### src/rtl/light_level_ctrl.sv
// ---------------------------------------------------------------------------
// light_level_ctrl
//
// Decides how many lamps are lit and drives the 4-bit lamp count consumed by
// the downstream lamp-state decoder. Occupancy, an ambient brightness reading
// and a manual override are combined into a target count. In the automatic
// states (IDLE/ACTIVE/GRACE) the registered count ramps toward the target one
// lamp per STEP_CYCLES clocks. When the room empties, the lamps keep tracking
// the occupied target for HOLD_CYCLES clocks (GRACE) before IDLE brings the
// target to zero. MANUAL loads manual_level directly with no ramp.
//
// Parameters:
//   STEP_CYCLES   clocks per single-lamp ramp step (>= 1)
//   HOLD_CYCLES   grace period in clocks after occupancy drops (>= 1)
//
// Ports:
//   clk            system clock, rising edge
//   rst            synchronous, active-high reset
//   occupied       presence sensor, 1 = occupied
//   ambient        ambient brightness, 0 = dark .. 15 = full daylight
//   manual_mode    1 = manual override active
//   manual_level   requested lamp count while in manual mode
//   active_lights  registered lamp count for the lamp-state decoder
//   at_target      combinational, 1 when active_lights == target
//   state          current FSM state (IDLE=0, ACTIVE=1, GRACE=2, MANUAL=3)
// ---------------------------------------------------------------------------
module light_level_ctrl #(
    parameter int STEP_CYCLES = 1000,
    parameter int HOLD_CYCLES = 50000
) (
    input  logic       clk,
    input  logic       rst,
    input  logic       occupied,
    input  logic [3:0] ambient,
    input  logic       manual_mode,
    input  logic [3:0] manual_level,
    output logic [3:0] active_lights,
    output logic       at_target,
    output logic [1:0] state
);

    typedef enum logic [1:0] {
        IDLE   = 2'd0,
        ACTIVE = 2'd1,
        GRACE  = 2'd2,
        MANUAL = 2'd3
    } state_t;

    localparam int SW = (STEP_CYCLES > 1) ? $clog2(STEP_CYCLES) : 1;
    localparam int GW = (HOLD_CYCLES > 1) ? $clog2(HOLD_CYCLES) : 1;
    localparam logic [SW-1:0] STEP_LAST  = SW'(STEP_CYCLES - 1);
    localparam logic [GW-1:0] GRACE_LAST = GW'(HOLD_CYCLES - 1);

    state_t         state_q;
    state_t         state_d;
    logic [SW-1:0]  step_cnt;
    logic [GW-1:0]  grace_cnt;
    logic [3:0]     target;

    // -----------------------------------------------------------------------
    // FSM: state register
    // -----------------------------------------------------------------------
    always_ff @(posedge clk) begin
        if (rst) begin
            state_q <= IDLE;
        end else begin
            state_q <= state_d;
        end
    end

    // -----------------------------------------------------------------------
    // FSM: next-state logic; manual_mode wins over everything else
    // -----------------------------------------------------------------------
    always_comb begin
        state_d = state_q;
        if (manual_mode) begin
            state_d = MANUAL;
        end else begin
            case (state_q)
                IDLE:    if (occupied) state_d = ACTIVE;
                ACTIVE:  if (!occupied) state_d = GRACE;
                GRACE: begin
                    if (occupied) begin
                        state_d = ACTIVE;
                    end else if (grace_cnt == GRACE_LAST) begin
                        state_d = IDLE;
                    end
                end
                MANUAL:  state_d = occupied ? ACTIVE : GRACE;
                default: state_d = IDLE;
            endcase
        end
    end

    // -----------------------------------------------------------------------
    // FSM: outputs (target is a function of the current state)
    // -----------------------------------------------------------------------
    always_comb begin
        target = 4'd0;
        case (state_q)
            IDLE:           target = 4'd0;
            ACTIVE, GRACE:  target = 4'd15 - ambient;
            MANUAL:         target = manual_level;
            default:        target = 4'd0;
        endcase
        at_target = (active_lights == target);
        state     = state_q;
    end

    // -----------------------------------------------------------------------
    // Grace counter: counts only while staying in GRACE. Entering GRACE
    // (from ACTIVE or MANUAL) and every other state see it at zero.
    // -----------------------------------------------------------------------
    always_ff @(posedge clk) begin
        if (rst) begin
            grace_cnt <= '0;
        end else if (state_q == GRACE && state_d == GRACE) begin
            grace_cnt <= grace_cnt + 1'b1;
        end else begin
            grace_cnt <= '0;
        end
    end

    // -----------------------------------------------------------------------
    // Lamp count and ramp step counter.
    // The manual load also covers the edge that enters MANUAL and the edge
    // that leaves it, so ramping after release starts from manual_level.
    // The step counter is not cleared on a target change; the direction is
    // re-evaluated at each step, so the count never overshoots or wraps.
    // -----------------------------------------------------------------------
    always_ff @(posedge clk) begin
        if (rst) begin
            active_lights <= 4'd0;
            step_cnt      <= '0;
        end else if (manual_mode || state_q == MANUAL) begin
            active_lights <= manual_level;
            step_cnt      <= '0;
        end else if (active_lights != target) begin
            if (step_cnt == STEP_LAST) begin
                step_cnt <= '0;
                if (active_lights < target) begin
                    active_lights <= active_lights + 4'd1;
                end else begin
                    active_lights <= active_lights - 4'd1;
                end
            end else begin
                step_cnt <= step_cnt + 1'b1;
            end
        end else begin
            step_cnt <= '0;
        end
    end

endmodule
### config.mk
export PLATFORM = sky130hd
export DESIGN_NAME = light_level_ctrl
export DESIGN_NICKNAME = d
export VERILOG_FILES = /design/src/rtl/light_level_ctrl.sv
export SDC_FILE = /design/constraint.sdc
export NUM_CORES = 1
export LEC_CHECK = 0
export ABC_AREA = 1
export CAP_MARGIN = 20
export CORE_MARGIN = 2
export CORE_UTILIZATION = 36
export DETAILED_ROUTE_END_ITERATION = 10
export DONT_BUFFER_PORTS = 1
export SLEW_MARGIN = 10
export SYNTH_ARGS = -nofsm -noshare
export SYNTH_HDL_FRONTEND = slang
export SYNTH_SLANG_ARGS = --single-unit
export TNS_END_PERCENT = 10
### constraint.sdc
create_clock -name clk -period 2.69 [get_ports clk]
set_clock_uncertainty 0.1 [all_clocks]
set_input_delay 0.6725 -clock clk [delete_from_list [all_inputs] [get_ports clk]]
set_output_delay 0.6725 -clock clk [all_outputs]
set_load 0.005 [all_outputs]
==> results.txt <==
Status = finished, violations left
Violated checks = negative setup slack
Cell Rows = 26
Initial core utilization = 37.4%
First-pass GRT wire length = 6470 microns
Vias in the first global route = 1,513
Total Routing Usage GR = 13.2%
Area share of the largest cell type after synthesis = 33.5%
Cells on worst reg2reg path = 17
Max-slew violation count = 0
Syn-to-layout area delta = 15.3%
Sw frac = 27.8%
Layout cells sized above 1 = 18.8%
Maximum vdd drop = 0.322 mV
CTS tree = done
I/O Buffers = 0
FMAX = 0.370 GHz
Congestion Overflow GR = 0
DIE AREA = 5910 sq um
Gate power share = 19.3%
Post-synth cell types = 31
Sw Pwr = 314 uW
Total Wirelength = 3620 microns
Clk pin slew, worst setup/hold paths = 0.07 ns
Top_reg_cell synth = dfxtp_1
Mux contribution to synthesized area = 0%
DR WL/cell = 10.8 microns
Cell Area, Placed = 2060 sq um
Register area share after synthesis = 33.5%
Initial antenna violation count = 0
Synth Area in Simple Gates = 33.9%
DPL Wire Length = 2710 microns
Adder-cell share of the synthesized area = 9.56%
Via count = 1,577
Crit-path max FO = 4
I/O Pins = 19
Worst setup path end = active_lights[3]$_SDFFE_PP0P_
Hold WC Path Type = primary input to register
1st-pass router iterations = 4
CP arrival = 2.78 ns
Cell area after layout = 2200 sq um
Relative slew slack = 69.8%
Reg-to-Reg Start = state[1]$_SDFF_PP0_
Sink Count = 32
Power density over cell area = 514 nW/um^2
Crit Path Category = register to register
Setup Viol. Count Final = 1
Largest family of logic cells by synthesized area = simple AND/OR/NAND/NOR gates
Diode count = 0
Leak = 0.000806 uW
Asr flop ratio synth = 0%
Register bit total from synthesis = 32
Mapped Cells = 251
Clock latency on the worst-skew pair = 0.28 ns
Crit. End Element = register
Reg2reg end = active_lights[3]$_SDFFE_PP0P_
Worst setup margin = -0.0138 ns
Worst Setup Start Kind = register
Tmin final = 2.70 ns
Top post-synthesis cells by area = dfxtp_1, nand2_1, ha_1, inv_1, nor3_2
Sequential power share = 44.1%
Via/cell ratio = 4.69
H-tree levels = 2
Final net count = 291
Core area = 5110 sq um
Power consumption = 1130 uW
Synth warnings = 0
Synth area leader = dfxtp_1
Tightest Pin Transition = 0.452 ns
Avg Cell Area, Syn = 7.61 sq um
Hold Vio Cnt, Final = 0
XOR/XNOR share of the synthesized area = 7.33%
TritonCTS buffer count = 5
Final Cycle Share = 101%
Bufs on Longest Clock Path = 2
CP Launch Point = state[1]$_SDFF_PP0_
Number of flops mapped to enable cells by yosys = 0
Max Cap Viol = 0
Detail Route Antenna Nets = 0
DRT iter0 DRCs = 61
Hold buffer count at cts = 0
RD Place Congestion = 0.778
Post-synthesis compound-gate area fraction = 7.86%
Worst reg-to-reg setup slack = -0.01 ns
Hold Slack = 0.345 ns
Mapped Area = 1910 sq um
Root Buffer = clkbuf_8
RSZ-0062 raised after global routing = yes
Chip Width = 76.9 microns
DR DRC count = 0
Post-CTS Setup Bufs = 0
Design internal power = 818 uW
Syn nets = 277
Clock share of power = 36.5%
Die Span Y = 76.9 microns
WP data required = 2.76 ns
Largest net degree at the start of global routing = 18
-- flip-flops by register name, summed over array words and instances (netlist names) --
signal	count
step_cnt	10
active_lights	4
state	2
grace_cnt	16
-- worst min path at each step --
stage / from / endpoint / slack (ns) / cells past startpoint
after floorplan: step_cnt[0]$_SDFF_PP0_ / step_cnt[0]$_SDFF_PP0_ / 0.32 / 1
after global placement: step_cnt[0]$_SDFF_PP0_ / step_cnt[0]$_SDFF_PP0_ / 0.33 / 1
after detailed placement: step_cnt[0]$_SDFF_PP0_ / step_cnt[0]$_SDFF_PP0_ / 0.34 / 1
after CTS: rst / state[0]$_SDFF_PP0_ / 0.34 / 1
after global routing: rst / state[0]$_SDFF_PP0_ / 0.33 / 1
final: rst / state[0]$_SDFF_PP0_ / 0.34 / 1
-- layout by cell type (no fill, tap or decap), types with 2 or more instances in the layout --
master / netlist / routed
xnor2_1: 6 / 5
nor3_2: 10 / 10
nor2_1: 25 / 25
inv_2: 1 / 3
nand3_1: 10 / 10
nand2_1: 47 / 46
nor2_2: 3 / 3
inv_1: 33 / 30
a21oi_1: 15 / 14
nor3_1: 16 / 16
buf_4: 0 / 9
nand2_2: 3 / 4
o21ai_0: 7 / 3
nand4_1: 2 / 2
o21ai_1: 0 / 4
nor3b_1: 3 / 3
ha_1: 13 / 10
dfxtp_1: 32 / 30
ha_4: 0 / 3
xor2_1: 10 / 10
clkbuf_8: 0 / 7
-- through the flow --
step / setup WS [ns] / instances / TNS, ns / utilization (%)
after floorplan: 0.0179 / 251 / 0 / -
after global placement: -0.0283 / 328 / -0.0390 / 40.3
after detailed placement: -0.0873 / 328 / -0.0873 / 40.3
after CTS: 0.0264 / 336 / 0 / 42.4
after global routing: -0.178 / 336 / -0.349 / 43.1
final: -0.0138 / 336 / -0.0138 / 43.1
-- critical path, cell delays in order (launching register included) --
cell	delay, ns
dfxtp_2	0.35
inv_2	0.05
ha_4	0.26
inv_2	0.04
o21ai_1	0.12
nand2_1	0.06
ha_1	0.28
inv_1	0.06
nor2_1	0.03
o21ai_1	0.15
nand2_2	0.14
ha_4	0.27
a21oi_2	0.11
nand2_1	0.09
xnor2_2	0.14
and2_1	0.14
o21ai_1	0.11
a21oi_1	0.07
-- synth_stat cells, drive strengths merged (2+ instances only) --
| cell type | count |
|---|---|
| nand2 | 50 |
| nor3b | 3 |
| nand4 | 2 |
| nor2 | 28 |
| and2 | 2 |
| dfxtp | 32 |
| o21ai | 7 |
| nor3 | 27 |
| nand3 | 11 |
| ha | 13 |
| a21oi | 15 |
| xnor2 | 6 |
| xor2 | 10 |
| inv | 34 |
| buf | 2 |
-- repair_timing --
action	4_1_cts	5_1_grt
pin swaps	2	5
gates resized for setup	5	7
endpoints found under the setup margin	2	3
-- power by group through the flow --
stage               clock (uW)  combinational (uW)  sequential, uW
floorplan                    0                 145             508
global placement             0                 194             509
detailed placement           0                 197             509
CTS                        425                 201             498
global route               445                 251             502
finish                     414                 219             500
-- layer usage --
| metal | vias to the layer above | part of all wire, % | track usage (%) |
|---|---|---|---|
| met5 | - | 0 | 0 |
| met3 | 6 | 5.1 | 4.35 |
| met1 | 702 | 48 | 16.4 |
| li1 | 839 | - | - |
| met4 | 0 | 1.0 | 3.27 |
| met2 | 30 | 46 | 22.1 |
-- cell families after synthesis --
logic type | count (synthesis)
AOI/OAI and AO/OA | 27
xor gates and xnor gates | 16
adders and majority gates | 14
buffers and inverters | 36
DFF | 32
and+or+nand+nor | 126
-- layout make-up --
cell class              count  area, sq um
clock buffers               8          100
fillers                   547         2910
inverters                  34          130
multi-input cells         183         1170
flip-flops and latches     32          646
well taps                  70         87.6
repair buffers              9         67.6
Power figures use the tool's default switching activity.
